### src/rtl/ifc_burst_xfer.sv
// ifc_burst_xfer -- downstream data stage of the IFC burst timer.
//
// Moves one DATA_W word per timer beat between the IFC AD bus and a local
// synchronous register file. Read bursts prefetch the first word and drive it
// on the AD bus; write bursts capture the AD bus into the register file.
// Completion, timeout and protocol errors are reported as one-cycle pulses.
//
// Optional build macro: IFC_BEAT_CHECK_EN
//   When defined, every beat cross-checks the timer's beat_cnt against the
//   internal beat counter and aborts the burst on a mismatch. When undefined,
//   beat_cnt is present but ignored.
//
// Ports:
//   clk, rst_n        clock, asynchronous active-low reset
//   cmd_valid/rw/addr burst start pulse, direction (1 = read) and start address
//   beat_strobe       per-beat strobe from the timer (rw_burst_flag)
//   beat_cnt          timer beat count
//   ifc_ad_in         AD bus input (captured on write beats)
//   ifc_ad_out/oe     AD bus drive value and output enable (read bursts)
//   rd_addr/rd_data   register file read port, data valid 1 cycle after address
//   wr_en/addr/data   register file write port
//   busy, done, err   burst in progress, success pulse, error pulse
module ifc_burst_xfer #(
  parameter int unsigned DATA_W    = 16,
  parameter int unsigned ADDR_W    = 8,
  parameter int unsigned BURST_LEN = 3,
  parameter int unsigned TIMEOUT   = 64
) (
  input  logic              clk,
  input  logic              rst_n,
  input  logic              cmd_valid,
  input  logic              cmd_rw,
  input  logic [ADDR_W-1:0] cmd_addr,
  input  logic              beat_strobe,
  input  logic [7:0]        beat_cnt,
  input  logic [DATA_W-1:0] ifc_ad_in,
  output logic [DATA_W-1:0] ifc_ad_out,
  output logic              ifc_ad_oe,
  output logic [ADDR_W-1:0] rd_addr,
  input  logic [DATA_W-1:0] rd_data,
  output logic              wr_en,
  output logic [ADDR_W-1:0] wr_addr,
  output logic [DATA_W-1:0] wr_data,
  output logic              busy,
  output logic              done,
  output logic              err
);

  localparam int unsigned TMO_W = $clog2(TIMEOUT + 1);

  typedef enum logic [1:0] {IDLE, PREFETCH, BEAT, FINISH} state_t;

  state_t            state_q;
  logic [ADDR_W-1:0] addr_q;
  logic              rw_q;
  logic [7:0]        beat_q;
  logic [TMO_W-1:0]  tmo_q;
  logic              pf_q;      // second prefetch cycle
  logic              rdp1_q;    // read refill pipeline: rd_addr issued
  logic              rdp2_q;    // read refill pipeline: rd_data valid now
  logic [DATA_W-1:0] ad_out_q;
  logic              oe_q;
  logic [ADDR_W-1:0] rd_addr_q;
  logic              wr_en_q;
  logic [ADDR_W-1:0] wr_addr_q;
  logic [DATA_W-1:0] wr_data_q;
  logic              busy_q;
  logic              done_q;
  logic              err_q;

  logic [ADDR_W-1:0] addr_d;
  logic [7:0]        beat_d;
  logic              tmo_hit;
  logic              cnt_ok;
  logic              last_beat;
  logic              abort_d;

`ifdef IFC_BEAT_CHECK_EN
  // The timer updates cnt in the same cycle as the strobe.
  assign cnt_ok = (beat_cnt == beat_d);
`else
  logic unused_beat_cnt;
  assign unused_beat_cnt = ^beat_cnt;
  assign cnt_ok          = 1'b1;
`endif

  always_comb begin
    addr_d    = addr_q + 1'b1;
    beat_d    = beat_q + 8'd1;
    tmo_hit   = (tmo_q == TMO_W'(TIMEOUT - 1));
    last_beat = (beat_d == 8'(BURST_LEN));
    abort_d   = 1'b0;
    case (state_q)
      PREFETCH: abort_d = beat_strobe || tmo_hit;
      BEAT:     abort_d = beat_strobe ? !cnt_ok : tmo_hit;
      default:  abort_d = 1'b0;
    endcase
  end

  always_ff @(posedge clk or negedge rst_n) begin
    if (!rst_n) begin
      state_q   <= IDLE;
      addr_q    <= '0;
      rw_q      <= 1'b0;
      beat_q    <= '0;
      tmo_q     <= '0;
      pf_q      <= 1'b0;
      rdp1_q    <= 1'b0;
      rdp2_q    <= 1'b0;
      ad_out_q  <= '0;
      oe_q      <= 1'b0;
      rd_addr_q <= '0;
      wr_en_q   <= 1'b0;
      wr_addr_q <= '0;
      wr_data_q <= '0;
      busy_q    <= 1'b0;
      done_q    <= 1'b0;
      err_q     <= 1'b0;
    end else begin
      done_q  <= 1'b0;
      err_q   <= 1'b0;
      wr_en_q <= 1'b0;
      rdp1_q  <= 1'b0;
      if (abort_d) begin
        // Timeout, strobe during prefetch, or beat count mismatch: no write.
        err_q   <= 1'b1;
        busy_q  <= 1'b0;
        oe_q    <= 1'b0;
        pf_q    <= 1'b0;
        rdp2_q  <= 1'b0;
        state_q <= IDLE;
      end else begin
        case (state_q)
          IDLE: begin
            if (cmd_valid) begin
              addr_q <= cmd_addr;
              rw_q   <= cmd_rw;
              beat_q <= '0;
              tmo_q  <= '0;
              pf_q   <= 1'b0;
              busy_q <= 1'b1;
              if (cmd_rw) begin
                rd_addr_q <= cmd_addr;
                state_q   <= PREFETCH;
              end else begin
                state_q <= BEAT;
              end
            end
          end
          PREFETCH: begin
            tmo_q <= tmo_q + 1'b1;
            if (pf_q) begin
              ad_out_q <= rd_data;
              oe_q     <= 1'b1;
              pf_q     <= 1'b0;
              state_q  <= BEAT;
            end else begin
              pf_q <= 1'b1;
            end
          end
          BEAT: begin
            // Refill of the AD word lands two cycles after a read strobe.
            rdp2_q <= rdp1_q;
            if (rdp2_q) ad_out_q <= rd_data;
            if (beat_strobe) begin
              addr_q <= addr_d;
              beat_q <= beat_d;
              tmo_q  <= '0;
              if (!rw_q) begin
                wr_en_q   <= 1'b1;
                wr_addr_q <= addr_q;
                wr_data_q <= ifc_ad_in;
              end
              if (last_beat) begin
                state_q <= FINISH;
              end else if (rw_q) begin
                rd_addr_q <= addr_d;
                rdp1_q    <= 1'b1;
              end
            end else begin
              tmo_q <= tmo_q + 1'b1;
            end
          end
          FINISH: begin
            done_q  <= 1'b1;
            busy_q  <= 1'b0;
            oe_q    <= 1'b0;
            rdp2_q  <= 1'b0;
            state_q <= IDLE;
          end
          default: state_q <= IDLE;
        endcase
      end
    end
  end

  assign ifc_ad_out = ad_out_q;
  assign ifc_ad_oe  = oe_q;
  assign rd_addr    = rd_addr_q;
  assign wr_en      = wr_en_q;
  assign wr_addr    = wr_addr_q;
  assign wr_data    = wr_data_q;
  assign busy       = busy_q;
  assign done       = done_q;
  assign err        = err_q;

endmodule

### config.mk
export PLATFORM = sky130hd
export DESIGN_NAME = ifc_burst_xfer
export DESIGN_NICKNAME = d
export VERILOG_FILES = /design/src/rtl/ifc_burst_xfer.sv
export SDC_FILE = /design/constraint.sdc
export NUM_CORES = 1
export LEC_CHECK = 0
export BUFFER_PORTS_ARGS = -buffer_cell sky130_fd_sc_hd__clkbuf_2
export CORE_MARGIN = 2
export CORE_UTILIZATION = 55
export CTS_BUF_LIST = sky130_fd_sc_hd__clkbuf_4 sky130_fd_sc_hd__clkbuf_8 sky130_fd_sc_hd__clkbuf_16
export DETAILED_ROUTE_END_ITERATION = 12
export GPL_ROUTABILITY_DRIVEN = 0
export PLACE_DENSITY = 0.8
export SLEW_MARGIN = 10
export SYNTH_ARGS = -nofsm -noshare
export SYNTH_HDL_FRONTEND = slang
export SYNTH_SLANG_ARGS = --single-unit
### constraint.sdc
create_clock -name clk -period 3.44 [get_ports clk]
set_input_delay 1.032 -clock clk [delete_from_list [all_inputs] [get_ports clk]]
set_output_delay 1.032 -clock clk [all_outputs]
set_load 0.03 [all_outputs]
==> impl_metrics.csv, run 1 <==
group,metric,value,unit
status,status,"finished clean",
setup_path,r2r-start,"state_q[0]",
setup_path,cpMaxStageDelayCell,"dfrtp_1",
routing,via_count,3101,
timing,relSlewSlack,33.2,%
finish,nNetsFinal,509,
setup_path,worstSetupStartpointType,"flip-flop",
timing,fmax,0.378,GHz
finish,drive_above_1_share,37.7,%
synth,synth_adder_area_share,2.48,%
synth,synth_top_family_by_area,"multiplexers",
timing,tightest_slew,1000,ps
min_path,hold_class,"flip-flop to flip-flop",
synth,synth_area_leader_cell,"dfrtp_1",
floorplan,dieArea,0.00805,sq mm
setup_path,startpoint,"state_q[0]",
placed_design,dp.cells,536,
timing,hold-worst-slack,510,ps
timing,layout_setup_ws,795,ps
timing,fin_setup_tns,0,ps
cts,cts_buffers,9,
pwr,peakVddDrop,0.558,mV
placed_design,io_buffers,97,
synth,yosys_warnings,0,
run,cap_violations,0,
synth,synth_cells,356,
pwr,p_leak,0.00230,uW
synth,syn_avg_cell_area,11.4,sq um
setup_path,critPathMaxFanout,16,
cts,clockRootBuffer,"clkbuf_8",
synth,synth_top_area_share,50.8,%
setup_path,worstSetupPathType,"flip-flop to flip-flop",
finish,diodes,0,
cts,cts.path.max_buffers,2,
finish,n_fill_cell,539,
placed_design,hpwl,5.90,mm
timing,fin_crit,2640,ps
routing,wire_per_inst,15.0,um
synth,synth_xor_area_share,1.52,%
floorplan,io_pins,106,
routing,drt_pass1_iterations,5,
global_routing,antenna_found_initial,0,
routing,drt_iter0_drc,176,
timing,hold_violations,0,
synth,synthMuxAreaShare,15.3,%
setup_path,critPathTopFamily,"simple AND/OR/NAND/NOR gates",
finish,syn_to_final_growth,18.2,%
pwr,power_density,1020,mW/mm^2
global_routing,grt-ovfl-total,0,
floorplan,fp.dieH,89.7,um
synth,synth-seq-cells,82,
synth,synth-compound-area-share,13.6,%
global_routing,grtUsageTotal,21.4,%
cts,hold_buffers,0,
setup_path,crit_chain,"inv_1, ha_1, nor2b_1, o21a_1, nand2_2, inv_2, or3_4, mux2_2",
synth,synth.net_count,417,
min_path,hold_path_startpoint,"wr_addr[4]",
cts,clk_pin_slew_worst_paths,90,ps
placed_design,dpl_worst_slack,608,ps
global_routing,grt_max_degree,83,
setup_path,critPathMaxStageDelay,430,ps
synth,ys.flop_type,"dfrtp_1",
cts,worstSkewPairLatency,340,ps
setup_path,cp-end-kind,"flip-flop",
setup_path,worstPathArrival,2870,ps
routing,wirelength,8.31,mm
timing,setup_violations,0,
cts,htreeDepth,3,
synth,synthDistinctLibCells,51,
setup_path,required,3670,ps
floorplan,num_rows,31,
floorplan,start_util,56.3,%
synth,synth_seq_area_share,50.8,%
cts,cts.repair.resized,0,
cts,clock-sinks,82,
synth,async_flop_share,100,%
floorplan,coreArea,0.00718,sq mm
global_routing,grt_pass1_wl,14.3,mm
cts,cts_tree,"yes",
timing,min_period_over_period,76.9,%
routing,drc,0,
synth,synth_area_leaders,"dfrtp_1 51%, mux2_2 11%, mux2_4 3.7%",
synth,syn_area,0.00404,sq mm
timing,rsz0062_at_grt,"no",
setup_path,crit_buf_inv,2,
routing,routed_via_density,5.62,
finish,fin_cells,552,
routing,drtAntennaViolNets,0,
floorplan,die_w,89.7,um
cts,cts_setup_buffers,0,
timing,clock_skew,8.91,ps
global_routing,grt_pass1_vias,2992,
synth,synth_edf_count,0,
synth,yosys.area_share.simple,12.5,%
timing,drv_slew,0,
-- power breakdown --
group	leakage [uW]	switching, uW	total [uW]	internal (uW)
clock network	0.0000995	351	712	361
registers	0.00100	277	1650	1370
logic	0.00120	1540	2520	981
-- per-layer routing --
layer / global-route usage (%) / part of all wire [%] / vias up
li1: - / - / 1475
met1: 29.8 / 46 / 1506
met2: 34.7 / 47 / 107
met3: 3.86 / 5.5 / 13
met4: 6.67 / 1.6 / 0
met5: 0 / 0 / -
-- area by class of cell --
| type | count | area [sq um] | share of cell area, % |
|---|---|---|---|
| clock buffer | 10 | 138 | 2.88 |
| clock inverter | 6 | 71.3 | 1.49 |
| inverter | 8 | 30.0 | 0.628 |
| multi-input combinational | 245 | 1840 | 38.5 |
| sequential | 82 | 2050 | 42.9 |
| tap | 99 | 124 | 2.59 |
| timing repair buffer | 102 | 526 | 11.0 |
-- flip-flops by register name (all words and copies together), names as in the netlist, 2 cells and up --
name and cells:
wr_data 16, rd_addr 8, state_q 2, addr_q 8, wr_addr 8, beat_q 8
ifc_ad_out 16, tmo_q 7
-- logic make-up (layout without fill, tap and decap cells) --
family | after synthesis | after routing
fa+ha+maj | 8 | 8
mux | 52 | 52
buf+inv | 29 | 126
simple gates | 100 | 100
compound gates | 78 | 78
flops | 82 | 82
xor+xnor | 7 | 7
-- cell usage after synthesis, types with 6 or more instances --
| master | n |
|---|---|
| nand2_1 | 20 |
| inv_1 | 7 |
| mux2_4 | 10 |
| a211o_1 | 6 |
| a21oi_1 | 12 |
| nand2b_1 | 6 |
| mux2_2 | 38 |
| nor2_1 | 22 |
| and3_1 | 7 |
| ha_1 | 8 |
| dfrtp_1 | 82 |
| clkbuf_1 | 10 |
| o31ai_1 | 6 |
| nand3_1 | 18 |
| o21ai_0 | 20 |
| and2_1 | 6 |
-- worst register-to-register path: cells and delay by family, from the launching register on --
family	cells	cell delay [ps]
buf+inv	2	200
mux	1	370
simple gates	3	770
compound gates	1	370
flops	1	430
fa+ha+maj	1	390
-- final timing paths --
path / slack (ps) / to / cells after the start
max reg2reg: 800 / ifc_ad_out[3] / 8
min reg2reg: 510 / wr_addr[4] / 1
max: 800 / ifc_ad_out[3] / 8
max in group asynchronous: 1950 / rd_addr[2] / 1
min: 510 / wr_addr[4] / 1
min in group asynchronous: 850 / tmo_q[0] / 1
-- through the flow --
step / total power (uW) / utilization, % / area (sq um)
detailed placement: 4190 / 63.7 / 4570
CTS: 4910 / 66.6 / 4780
global placement: 4110 / 63.7 / 4570
finish: 4880 / 66.6 / 4780
global route: 5220 / 66.6 / 4780
floorplan: 3590 / - / 4040
-- cell usage in the layout (no fill, tap or decap), types with 5 or more instances in the layout --
master	instances
mux2_4	10
o31ai_1	6
ha_1	8
and2_1	6
a21oi_1	12
clkbuf_8	10
inv_1	7
nor2_1	21
mux2_2	38
clkbuf_2	96
nand3_1	18
xor2_1	5
nand2_1	20
and3_1	7
buf_4	6
o21ai_0	20
nand4_1	5
dfrtp_1	82
a211o_1	6
nand2b_1	6
Power figures use the tool's default switching activity.
==> run 2: changes to the inputs <==
--- a/config.mk
+++ b/config.mk
@@ -5,13 +5,14 @@
 export SDC_FILE = /design/constraint.sdc
 export NUM_CORES = 1
 export LEC_CHECK = 0
+export ABC_AREA = 1
 export BUFFER_PORTS_ARGS = -buffer_cell sky130_fd_sc_hd__clkbuf_2
 export CORE_MARGIN = 2
-export CORE_UTILIZATION = 55
+export CORE_UTILIZATION = 47
 export CTS_BUF_LIST = sky130_fd_sc_hd__clkbuf_4 sky130_fd_sc_hd__clkbuf_8 sky130_fd_sc_hd__clkbuf_16
 export DETAILED_ROUTE_END_ITERATION = 12
 export GPL_ROUTABILITY_DRIVEN = 0
-export PLACE_DENSITY = 0.8
+export PLACE_DENSITY = 0.73
 export SLEW_MARGIN = 10
 export SYNTH_ARGS = -nofsm -noshare
 export SYNTH_HDL_FRONTEND = slang
==> constraint.sdc (replaced) <==
create_clock -name clk -period 2.4 [get_ports clk]
set_input_delay 0.72 -clock clk [delete_from_list [all_inputs] [get_ports clk]]
set_output_delay 0.72 -clock clk [all_outputs]
set_load 0.03 [all_outputs]
==> run 2 against run 1 <==
  * Non-clock buffer count increased by 2
  * Area after synthesis fell by 4.1%
  * Highest routed layer unchanged
  * Combinational power increased by 24%
  * Total power grew 29%
  * Critical path type unchanged
  * Clock power up 29%
  * Routed wire length shrank 2.6%
  * Synthesized cell count is 29% higher
  * Via count is 5.3% higher
  * Largest power group unchanged
  * Worst setup slack got worse by 440 ps
==> impl_metrics.csv, run 2 <==
group,metric,value,unit
synth,syn_area,0.00388,sq mm
floorplan,coreArea,0.00809,sq mm
synth,synth_edf_count,0,
routing,via_count,3264,
finish,stdcell_area,0.00467,sq mm
setup_path,required,2670,ps
timing,tightest_slew,695,ps
setup_path,critPathMaxFanout,26,
global_routing,grtUsageTotal,18.6,%
floorplan,start_util,47.9,%
synth,synth_most_common_cell,"nand2_1",
placed_design,hpwl,5.94,mm
routing,wire_per_inst,12.0,um
timing,rsz0062_at_grt,"no",
floorplan,die_w,94.8,um
global_routing,antenna_found_initial,0,
synth,synth-seq-cells,82,
global_routing,grt_max_degree,48,
cts,clk_pin_slew_worst_paths,80,ps
floorplan,io_pins,106,
placed_design,dpl_worst_slack,30.2,ps
setup_path,critPathTopFamily,"buffers and inverters",
timing,drv_slew,0,
global_routing,grt-ovfl-total,0,
setup_path,cpMaxStageDelayCell,"dfrtp_1",
global_routing,grt_use_met2,30.4,%
cts,worstSkewPairLatency,350,ps
status,status,"finished clean",
timing,hold_violations,0,
timing,fmax,0.489,GHz
pwr,peakVddDrop,0.674,mV
finish,n_fill_cell,760,
timing,fin_setup_tns,0,ps
cts,cts_buffers,9,
setup_path,cp-end-kind,"flip-flop",
timing,min_period_over_period,85.1,%
cts,cts.path.max_buffers,2,
global_routing,gr-usage-met1,23.9,%
synth,synth_top_area_share,52.9,%
synth,syn_avg_cell_area,8.41,sq um
finish,final_cell_mix,"158 x nand2_1, 96 x clkbuf_2, 82 x dfrtp_1, 51 x inv_1, 33 x o21ai_0",
finish,final_common_cell,"nand2_1",
finish,nNetsFinal,624,
cts,htreeDepth,3,
synth,synth_common_cells,"158 x nand2_1, 82 x dfrtp_1, 51 x inv_1, 33 x o21ai_0, 23 x nor2_1",
routing,drc,0,
finish,fin_cells,673,
cts,clock-sinks,82,
run,cap_violations,0,
cts,hold_buffers,0,
routing,drt_iter0_drc,142,
global_routing,grt_pass1_vias,2951,
synth,synth.net_count,522,
timing,relSlewSlack,53.4,%
synth,synthDistinctLibCells,28,
timing,layout_setup_ws,357,ps
placed_design,dp.cells,655,
routing,routed_via_density,4.85,
synth,synth_seq_area_share,52.9,%
cts,clockRootBuffer,"clkbuf_8",
setup_path,worstSetupStartpointType,"flip-flop",
synth,ys.flop_type,"dfrtp_1",
cts,cts_tree,"yes",
timing,fin_crit,2040,ps
synth,synth_area_leader_cell,"dfrtp_1",
finish,diodes,0,
synth,synth_cells,461,
routing,wirelength,8.09,mm
placed_design,io_buffers,97,
pwr,power_density,1350,mW/mm^2
setup_path,critPathMaxStageDelay,420,ps
setup_path,worstSetupPathType,"flip-flop to flip-flop",
placed_design,post_dp_cell_area,0.00447,sq mm
global_routing,busiest_layer,"met2",
setup_path,worstPathArrival,2310,ps
pwr,finalPower,6310,uW
global_routing,grt_util_met3,4.71,%
global_routing,grt_pass1_wl,13.1,mm
setup_path,crit_cells,9,
floorplan,dieArea,0.00899,sq mm
setup_path,crit_buf_inv,3,
pwr,p_leak,0.00251,uW
finish,syn_to_final_growth,20.5,%
synth,yosys_warnings,0,
min_path,hold_class,"input pin to asynchronous set/reset pin",
setup_path,ff2ff_path_depth,9,
timing,setup_violations,0,
setup_path,cpMostUsedCell,"nor2_1",
finish,drive_above_1_share,24.6,%
routing,drt_pass1_iterations,4,
timing,clock_skew,9.10,ps
floorplan,num_rows,33,
routing,drtAntennaViolNets,0,
synth,async_flop_share,100,%
setup_path,crit_chain,"inv_1, ha_1, buf_4, nor2_1, nor2_1, nand2_4, inv_2, nand3_1, o21ai_1",
synth,synth_area_leaders,"dfrtp_1 53%, nand2_1 15%, inv_1 4.9%",
floorplan,fp.dieH,94.8,um
==> run 2: changes by cell type in the layout (fill, tap and decap cells not counted), sizes merged, moves of 7 or more <==
cell / delta
nand2: +140
inv: +48
mux2: -48
o21ai: +27
and3: -7
nand4: +7
==> run 2: layout make-up <==
type,instances,area (sq um),share of cell area [%]
inverter,56,210,4.50
sequential,82,2050,43.9
clock inverter,6,50.0,1.07
timing repair buffer,104,553,11.8
clock buffer,10,131,2.81
tap,105,131,2.81
multi-input combinational,310,1540,33.0
==> run 2: what timing repair did <==
action,in CTS,in global routing
endpoints found under the hold margin,0,0
setup buffers,0,2
setup endpoints to repair,0,34
gates resized for setup,0,1
==> run 2: stage by stage <==
stage	util (%)	hold WS (ps)
detailed placement	55.2	458
floorplan	-	424
CTS	57.4	324
global placement	55.2	455
global route	57.7	330
finish	57.7	320
==> run 2: cells by family after synthesis <==
| family | Yosys count | synth area share [%] |
|---|---|---|
| adder cells (fa/ha/maj) | 8 | 2.58 |
| buffers and inverters | 69 | 7.52 |
| AND/OR/NAND/NOR | 230 | 26.6 |
| XOR/XNOR | 3 | 0.678 |
| AO/OA/AOI/OAI | 69 | 9.75 |
| flip-flops | 82 | 52.9 |
==> run 2: path summary, 6_finish.rpt <==
| check | from | end | slack, ps |
|---|---|---|---|
| max | state_q[0] | beat_q[6] | 360 |
| min | rst_n | rd_addr[1] | 320 |
| max reg2reg | state_q[0] | beat_q[6] | 360 |
| min reg2reg | wr_data[12] | wr_data[12] | 480 |
| max in group asynchronous | rst_n | ifc_ad_out[4] | 1480 |
| min in group clk | wr_data[12] | wr_data[12] | 480 |
==> run 2: power breakdown <==
part | internal (uW) | total, uW | switching [uW]
clock | 398 | 922 | 524
combinational | 913 | 3130 | 2220
sequential | 1920 | 2250 | 330
==> run 2: layer usage <==
| layer | vias to the layer above | share of wire [%] | routed length [um] |
|---|---|---|---|
| met5 | - | 0 | 0 |
| met4 | 0 | 1.1 | 90 |
| met3 | 6 | 4.5 | 365 |
| met2 | 66 | 51 | 4120 |
| met1 | 1524 | 43 | 3510 |
| li1 | 1668 | - | - |
==> run 3: changes to the inputs <==
--- a/config.mk
+++ b/config.mk
@@ -7,11 +7,13 @@
 export LEC_CHECK = 0
 export ABC_AREA = 1
 export BUFFER_PORTS_ARGS = -buffer_cell sky130_fd_sc_hd__clkbuf_2
+export CORE_ASPECT_RATIO = 0.75
 export CORE_MARGIN = 2
 export CORE_UTILIZATION = 47
 export CTS_BUF_LIST = sky130_fd_sc_hd__clkbuf_4 sky130_fd_sc_hd__clkbuf_8 sky130_fd_sc_hd__clkbuf_16
 export DETAILED_ROUTE_END_ITERATION = 12
 export GPL_ROUTABILITY_DRIVEN = 0
+export GPL_TIMING_DRIVEN = 0
 export PLACE_DENSITY = 0.73
 export SLEW_MARGIN = 10
 export SYNTH_ARGS = -nofsm -noshare
==> run 3 against run 2 <==
  * Clock skew rose by 4.6 ps
  * Non-clock buffer count rose by 7
  * Largest power group unchanged
  * Combinational power rose by 4%
  * Die area barely moved
  * Critical path type unchanged
  * Critical path depth rose by 3
  * Via count rose by 3.9%
  * Hold slack got worse by 26 ps
  * Sequential power barely moved
  * Largest cell class unchanged
  * Clock-buffer cell count fell by 1
==> impl_metrics.csv, run 3 (synthesized netlist as in run 2, its figures left out) <==
group,metric,value,unit
pwr,p_leak,0.00254,uW
setup_path,worstSetupPathType,"flip-flop to flip-flop",
timing,clock_skew,13.7,ps
placed_design,dpl_worst_slack,300,ps
finish,diodes,0,
setup_path,cp-end-kind,"flip-flop",
routing,via_count,3390,
cts,clock-sinks,82,
routing,wire_per_inst,13.0,um
cts,clk_pin_slew_worst_paths,80,ps
cts,hold_buffers,0,
global_routing,grt_pass1_wl,14.2,mm
pwr,finalPower,6610,uW
global_routing,antenna_found_initial,0,
cts,cts.path.max_buffers,2,
timing,tightest_slew,512,ps
floorplan,fp.dieH,82.7,um
finish,final_cell_mix,"158 x nand2_1, 96 x clkbuf_2, 82 x dfrtp_1, 51 x inv_1, 33 x o21ai_0",
run,cap_violations,0,
cts,cts_tree,"yes",
placed_design,hpwl,6.66,mm
routing,wirelength,8.83,mm
global_routing,grt_pass1_vias,3089,
finish,nNetsFinal,631,
setup_path,worstPathArrival,2260,ps
timing,fmax,0.498,GHz
status,status,"finished clean",
global_routing,grt-ovfl-total,0,
timing,min_period_over_period,83.7,%
setup_path,worstSetupStartpointType,"flip-flop",
min_path,hold_class,"input pin to asynchronous set/reset pin",
finish,drive_above_1_share,25.1,%
global_routing,grt_max_degree,61,
timing,rsz0062_at_grt,"no",
floorplan,io_pins,106,
floorplan,die_w,109,um
setup_path,critPathMaxFanout,9,
routing,drc,0,
global_routing,grtUsageTotal,20.6,%
finish,syn_to_final_growth,22.3,%
cts,cts_setup_buffers,0,
timing,fin_setup_tns,0,ps
timing,setup_violations,0,
cts,cts.repair.resized,0,
pwr,power_density,1400,mW/mm^2
cts,htreeDepth,3,
cts,clockRootBuffer,"clkbuf_8",
cts,worstSkewPairLatency,360,ps
routing,drt_pass1_iterations,5,
floorplan,start_util,48.8,%
finish,final_common_cell,"nand2_1",
finish,fin_cells,679,
setup_path,required,2650,ps
timing,drv_slew,0,
timing,layout_setup_ws,392,ps
routing,drtAntennaViolNets,0,
placed_design,dp.cells,664,
placed_design,io_buffers,97,
floorplan,coreArea,0.00795,sq mm
pwr,peakVddDrop,0.780,mV
floorplan,num_rows,28,
floorplan,dieArea,0.00900,sq mm
cts,cts_buffers,9,
routing,drt_iter0_drc,171,
timing,relSlewSlack,65.9,%
routing,routed_via_density,4.99,
timing,hold_violations,0,
timing,fin_crit,2010,ps
## run 3: cell count changes in the layout (fill, tap and decap cells not counted), sizes merged
cell | before | now
buf | 8 | 12
bufinv | 0 | 2
clkbuf | 106 | 108
inv | 58 | 56
## run 3: worst paths after layout
| check | startpoint | endpoint | slack (ps) | depth (start not counted) |
|---|---|---|---|---|
| setup / recovery | state_q[0] | rd_addr[3] | 390 | 12 |
| hold / removal | rst_n | state_q[1] | 290 | 1 |
| setup reg to reg | state_q[0] | rd_addr[3] | 390 | 12 |
| hold reg to reg | wr_data[10] | wr_data[10] | 480 | 2 |
| max in group asynchronous | rst_n | addr_q[0] | 1510 | 2 |
| min in group clk | wr_data[10] | wr_data[10] | 480 | 2 |
## run 3: routing by layer
metal  vias up  GRT usage (%)  share of wire [%]  wire, um
met5         -              0                  0         0
met3        15           6.51                7.4       650
met1      1558           27.7                 46      4090
li1       1688              -                  -         -
met2       129           31.5                 45      3990
met4         0           7.31                1.2       102
## run 3: layout make-up
cell class,instances,area [sq um]
fillers,709,3210
flip-flops and latches,82,2050
multi-input cells,310,1530
repair buffers,98,515
inverters,56,210
well taps,105,131
clock buffers,9,124
clock inverters,6,92.6
plain buffers,13,81.3
## run 3: worst max-delay path: stages (launching register included)
cell,delay [ps]
dfrtp_1,410
inv_1,80
ha_1,260
inv_1,90
nor2_1,60
inv_2,90
nand2_1,80
nor2_1,180
nand2_4,100
nor2_4,240
nand3_4,160
nand2_1,100
nand2_1,50
## run 3: per-stage QoR
| step | util, % | area [sq um] | hold slack [ps] |
|---|---|---|---|
| floorplan | - | 3880 | 424 |
| finish | 59.6 | 4740 | 295 |
| global route | 59.6 | 4740 | 290 |
| CTS | 59.6 | 4740 | 289 |
| global placement | 56.5 | 4490 | 453 |
| detailed placement | 56.9 | 4520 | 460 |
## run 3: where the power goes
part | switching [uW] | internal (uW)
Sequential | 333 | 1920
Clock | 521 | 583
Combinational | 2300 | 952
